<file path="config.mk">
export PLATFORM = sky130hd
export DESIGN_NAME = hera_lsu_flat
export DESIGN_NICKNAME = d
export VERILOG_FILES = /design/src/rtl/hera_lsu_if.sv /design/src/rtl/hera_lsu.sv /design/src/flat_wrapper.sv
export SDC_FILE = /design/constraint.sdc
export NUM_CORES = 1
export LEC_CHECK = 0
export BUFFER_PORTS_ARGS = -buffer_cell sky130_fd_sc_hd__buf_2
export CORE_MARGIN = 2
export CORE_UTILIZATION = 44
export DETAILED_ROUTE_END_ITERATION = 8
export PLACE_DENSITY = 0.73
export SLEW_MARGIN = 25
export SYNTH_ARGS = -nofsm -noshare
export SYNTH_HDL_FRONTEND = slang
export SYNTH_SLANG_ARGS = --single-unit
export TNS_END_PERCENT = 1
</file>
<file path="constraint.sdc">
create_clock -name clk -period 1.6 [get_ports clk]
set_clock_uncertainty 0.15 [all_clocks]
set_input_delay 0.16 -clock clk [delete_from_list [all_inputs] [get_ports clk]]
set_output_delay 0.16 -clock clk [all_outputs]
set_load 0.01 [all_outputs]
</file>
<file path="src/rtl/hera_lsu_if.sv">
// Data-memory bus between the LSU (master) and memory (slave).
// Single outstanding request; mem_rdata is valid only while mem_ack is high.
interface hera_lsu_if #(
  parameter int DATA_W = 16
);
  logic              mem_req;
  logic              mem_we;
  logic [DATA_W-1:0] mem_addr;
  logic [DATA_W-1:0] mem_wdata;
  logic              mem_ack;
  logic [DATA_W-1:0] mem_rdata;

  modport master (output mem_req, mem_we, mem_addr, mem_wdata,
                  input  mem_ack, mem_rdata);
  modport slave  (input  mem_req, mem_we, mem_addr, mem_wdata,
                  output mem_ack, mem_rdata);
endinterface

</file>
<file path="src/rtl/hera_lsu.sv">
// HERA load/store unit: one memory access per instruction.
// Accepts in IDLE, holds the request in ACCESS until ack or timeout.
// load_en pulses in the ack cycle; load is registered and valid the cycle after.
module hera_lsu #(
  parameter int DATA_W  = 16,
  parameter int OFF_W   = 5,
  parameter int TIMEOUT = 255
) (
  input  logic              clk,
  input  logic              rst,
  input  logic              ld_en,
  input  logic              st_en,
  input  logic [3:0]        rd,
  input  logic [DATA_W-1:0] base,
  input  logic [DATA_W-1:0] st_data,
  input  logic [OFF_W-1:0]  offset,
  output logic              stall,
  output logic              load_en,
  output logic [DATA_W-1:0] load,
  output logic [3:0]        load_rd,
  output logic              err,
  hera_lsu_if.master        mem
);

  typedef enum logic [0:0] {IDLE = 1'b0, ACCESS = 1'b1} state_t;

  // Counter value at which the current ACCESS cycle is the last one allowed.
  localparam logic [7:0] TO_LAST = 8'(TIMEOUT - 1);

  state_t            state_q, state_d;
  logic              is_ld;
  logic [7:0]        cnt;
  logic              req_q, we_q;
  logic [DATA_W-1:0] addr_q, wdata_q;
  logic              accept, done, expire;

  assign mem.mem_req   = req_q;
  assign mem.mem_we    = we_q;
  assign mem.mem_addr  = addr_q;
  assign mem.mem_wdata = wdata_q;

  // State register.
  always_ff @(posedge clk or negedge rst) begin
    if (!rst) state_q <= IDLE;
    else      state_q <= state_d;
  end

  // Next state and the combinational handshake outputs (stall, load_en).
  always_comb begin
    state_d = state_q;
    accept  = 1'b0;
    done    = 1'b0;
    expire  = 1'b0;
    stall   = 1'b0;
    load_en = 1'b0;
    case (state_q)
      IDLE: begin
        if (ld_en || st_en) begin
          accept  = 1'b1;
          stall   = 1'b1;
          state_d = ACCESS;
        end
      end
      ACCESS: begin
        // Ack wins over an expiry landing in the same cycle.
        if (mem.mem_ack) begin
          done    = 1'b1;
          load_en = is_ld;
          state_d = IDLE;
        end else if (cnt == TO_LAST) begin
          expire  = 1'b1;
          state_d = IDLE;
        end else begin
          stall   = 1'b1;
        end
      end
    endcase
    // Outputs read zero for the whole time reset is held, even with an op on the inputs.
    if (!rst) begin
      stall   = 1'b0;
      load_en = 1'b0;
    end
  end

  // Op capture, request/timeout bookkeeping and the load data register.
  always_ff @(posedge clk or negedge rst) begin
    if (!rst) begin
      is_ld   <= 1'b0;
      cnt     <= '0;
      req_q   <= 1'b0;
      we_q    <= 1'b0;
      addr_q  <= '0;
      wdata_q <= '0;
      load    <= '0;
      load_rd <= '0;
      err     <= 1'b0;
    end else if (accept) begin
      is_ld   <= ld_en;
      load_rd <= rd;
      addr_q  <= base + DATA_W'(offset);
      wdata_q <= st_data;
      we_q    <= ~ld_en & st_en;
      req_q   <= 1'b1;
      cnt     <= '0;
    end else if (state_q == ACCESS) begin
      if (done) begin
        req_q <= 1'b0;
        if (is_ld) load <= mem.mem_rdata;
      end else if (expire) begin
        req_q <= 1'b0;
        err   <= 1'b1;
      end else begin
        cnt <= cnt + 8'd1;
      end
    end
  end

endmodule

</file>
<file path="src/flat_wrapper.sv">
// flat-port wrapper written by rule: the top's interface ports become plain ports
module hera_lsu_flat 
#(
  parameter int DATA_W  = 16,
  parameter int OFF_W   = 5,
  parameter int TIMEOUT = 255
)
  (clk, rst, ld_en, st_en, rd, base, st_data, offset, stall, load_en, load, load_rd, err, mem_mem_req, mem_mem_we, mem_mem_addr, mem_mem_wdata, mem_mem_ack, mem_mem_rdata);
  hera_lsu_if #(.DATA_W(DATA_W)) mem_i ();
  input  logic clk;
  input  logic rst;
  input  logic ld_en;
  input  logic st_en;
  input  logic [3:0] rd;
  input  logic [DATA_W-1:0] base;
  input  logic [DATA_W-1:0] st_data;
  input  logic [OFF_W-1:0] offset;
  output logic stall;
  output logic load_en;
  output logic [DATA_W-1:0] load;
  output logic [3:0] load_rd;
  output logic err;
  output wire logic [$bits(mem_i.mem_req)-1:0] mem_mem_req;
  output wire logic [$bits(mem_i.mem_we)-1:0] mem_mem_we;
  output wire logic [$bits(mem_i.mem_addr)-1:0] mem_mem_addr;
  output wire logic [$bits(mem_i.mem_wdata)-1:0] mem_mem_wdata;
  input wire logic [$bits(mem_i.mem_ack)-1:0] mem_mem_ack;
  input wire logic [$bits(mem_i.mem_rdata)-1:0] mem_mem_rdata;
  assign mem_mem_req = mem_i.mem_req;
  assign mem_mem_we = mem_i.mem_we;
  assign mem_mem_addr = mem_i.mem_addr;
  assign mem_mem_wdata = mem_i.mem_wdata;
  assign mem_i.mem_ack = mem_mem_ack;
  assign mem_i.mem_rdata = mem_mem_rdata;
  hera_lsu #(.DATA_W(DATA_W), .OFF_W(OFF_W), .TIMEOUT(TIMEOUT)) u_core (.clk(clk), .rst(rst), .ld_en(ld_en), .st_en(st_en), .rd(rd), .base(base), .st_data(st_data), .offset(offset), .stall(stall), .load_en(load_en), .load(load), .load_rd(load_rd), .err(err), .mem(mem_i));
endmodule
</file>
==> metrics.txt <==
Die ar. about 7500 um2; share of layout cells above drive strength 1 between 40% and 50%; final WL ~8.0 mm; die span in x 86.55 um; Reg area 1628 um2; Hold Crit Depth 3; Peak VDD IR 0.4934 mV; # H-tree levels 3; initial DRC count 111; pin count of the biggest net entering global routing 41; minimum clock period about 2.0 ns; residual DRC count 0; CTS clk-pin slew, worst paths approximately 0.07 ns; Crit Path Max Fanout 2; Worst Setup End Kind output pin; Final WS setup -0.3545 ns; Post-DP HPWL around 5 mm; endpoints failing hold 1; overall power 6.047 mW; CP startpoint kind flip-flop; number of nets in the layout about 550; first-pass GRT wire length approximately 13 mm; fmax 511.6 MHz; grt total ovfl 0; Vias 2,803; MaxCap Viol Count 0; Post-synth top flop dfrtp_1; status finished with violations; Setup violations, final 7; Synth cell types 49; Mapped Area 2998 um2; clock buffer depth 2; Rows 30; Cells after Synth 291; top cell type's share of synthesized area a little over half; clk root buf clkbuf_8; LEAKAGE 2.291 nW; Hold Slack -0.01376 ns; worst reg-to-reg setup slack -0.22 ns; drt first pass iters 4; Max-slew headroom approximately 67%; starting density of the core 44.87%; Hold/Removal Path Class in -> reg; GPL Wtd Cong around 0.79; reg2reg end u_core.cnt[6]; commonest non-fill, non-tap cells in the layout 117 x buf_2, 85 x nand2_1, 64 x dfrtp_1; Post-DP Area 3831 um2; I/O pins about 120; clock sink count 65; Hold Path Sink u_core.mem.mem_addr[12]; Area Overhead vs Synth 51.25%; Worst Path Arrival 1.64 ns; violated checks hold timing, setup timing; hold_sp base[12]; DIE HEIGHT 86.55 um; register bit total from synthesis 65; GRT Util Overall 21.91%; R2R depth 10; Syn Nets 361; TritonCTS clock tree done; Post-synth EDFFs 0; RSZ-0062 raised after global routing true; Design Area, Final 4534 um2; core area 6681 um2; initial antenna violation count 0; crit path kind reg -> out; Seq/Total Area, Yosys a little over half; Final Max Slew Viols 0; Port Buffers 118; worst slew pin tran 0.4965 ns; Post-synth ARST share 100.0%; vias in the first global route 2,880; Antenna Nets Post-Route 0; number of CTS-inserted buffers 9; Period Utilization, post-route 122.2%; area occupied by multi-input gates approximately 1300 um2; most common cell after layout, fill and taps aside buf_2; n_diodes 0; Worst-Skew Late Latency between 0.3 and 0.4 ns; fill count 505; DR WL/cell 14.23 um; Vias/cell just under 5; Synth Warn # 0; cell accounting for the most synthesized area dfrtp_1; Synth area leaders dfrtp_1 54%, nand2_1 11%, mux2_2 6.0%, xor2_1 3.5%, ha_1 2.9%; reg-to-reg startpoint u_core.cnt[1]; P per Cell Area 1334 nW/um2; Worst Path Required 1.29 ns; Synth Area per Inst 10.30 um2; Post-Place Setup Slack -0.2688 ns
[what timing repair did]
action                                 CTS  global route
buffers inserted                         5             0
pin swaps                                6             1
cloned                                   0             0
endpoints found under the hold margin  107             0
resized for setup                       11             6
hold buffers                            42             0
setup endpoints to repair                4            17
[through the flow]
stage          TNS (ns)  instances  util (%)
2_1_floorplan   -0.2502        291         -
3_3_place_gp     -1.824        501     57.34
3_5_place_dp     -2.382        501     57.34
4_1_cts         -0.9347        564     67.58
5_1_grt          -1.934        564     67.87
6_report        -0.9305        564     67.87
[final cells by class]
class                           count  area share, %
Multi-Input combinational cell    209          29.66
Clock buffer                       10          3.035
Sequential cell                    65          35.90
Inverter                            5         0.4139
Timing Repair Buffer              189          27.84
Tap cell                           80          2.208
Clock inverter                      6         0.9382
[report_power, final]
part / switching (mW) / internal (mW) / total [mW]
clock: 0.641 / 0.606 / 1.25
combinational: 1.17 / 1.05 / 2.22
sequential: 0.345 / 2.23 / 2.58
[logic make-up after synthesis]
family | synth area share [%]
muxes | 6.010
buffers and inverters | 3.214
DFF | 54.26
and+or+nand+nor | 18.57
adders and majority gates | 3.589
AOI/OAI and AO/OA | 9.683
xor gates and xnor gates | 4.674
[worst max-delay path, stage by stage, from the launching register on]
cell and delay (ns):
dfrtp_1 0.38, inv_1 0.06, ha_2 0.16, nand3_2 0.09
nor2_4 0.10, a21oi_2 0.06, or2_4 0.23, and2_4 0.14
buf_6 0.11
[per-layer routing]
metal | track usage [%] | vias to the layer above | routed length (um)
met5 | 0 | - | 0
met4 | 10.80 | 0 | 197
met1 | 25.37 | 1338 | 3205
li1 | - | 1351 | -
met3 | 4.857 | 20 | 477
met2 | 38.18 | 94 | 4142
[registers in the layout, indices dropped and copies added, names as in the netlist]
name,flops
u_core.is_ld,1
u_core.state_q,1
u_core.cnt,8
u_core.mem.mem_req,1
u_core.mem.mem_addr,16
u_core.mem.mem_we,1
u_core.err,1
u_core.mem.mem_wdata,16
u_core.load_rd,4
u_core.load,16
[worst max path at each step]
| stage | to | slack, ns | start | cells past startpoint |
|---|---|---|---|---|
| 2_1_floorplan | u_core.mem.mem_addr[12] | -0.06 | offset[0] | 8 |
| 3_3_place_gp | u_core.mem.mem_addr[12] | -0.21 | offset[0] | 9 |
| 3_5_place_dp | u_core.mem.mem_addr[12] | -0.27 | offset[0] | 9 |
| 4_1_cts | stall | -0.41 | u_core.cnt[0] | 8 |
| 5_1_grt | stall | -0.46 | u_core.cnt[0] | 8 |
| 6_report | stall | -0.35 | u_core.cnt[0] | 8 |
[synthesized netlist by cell type, types with 3 or more instances]
library cell and n:
nor2_1 13, dfrtp_1 65, a211oi_1 3, o21ai_1 6, clkbuf_1 5, inv_1 5
o21ai_0 13, xnor2_1 4, nand3_1 5, nand2_1 85, mux2_2 16, xor2_1 12
buf_2 3, a21oi_1 3, a21o_1 4, ha_1 7
(Power assumes the default switching activity.)
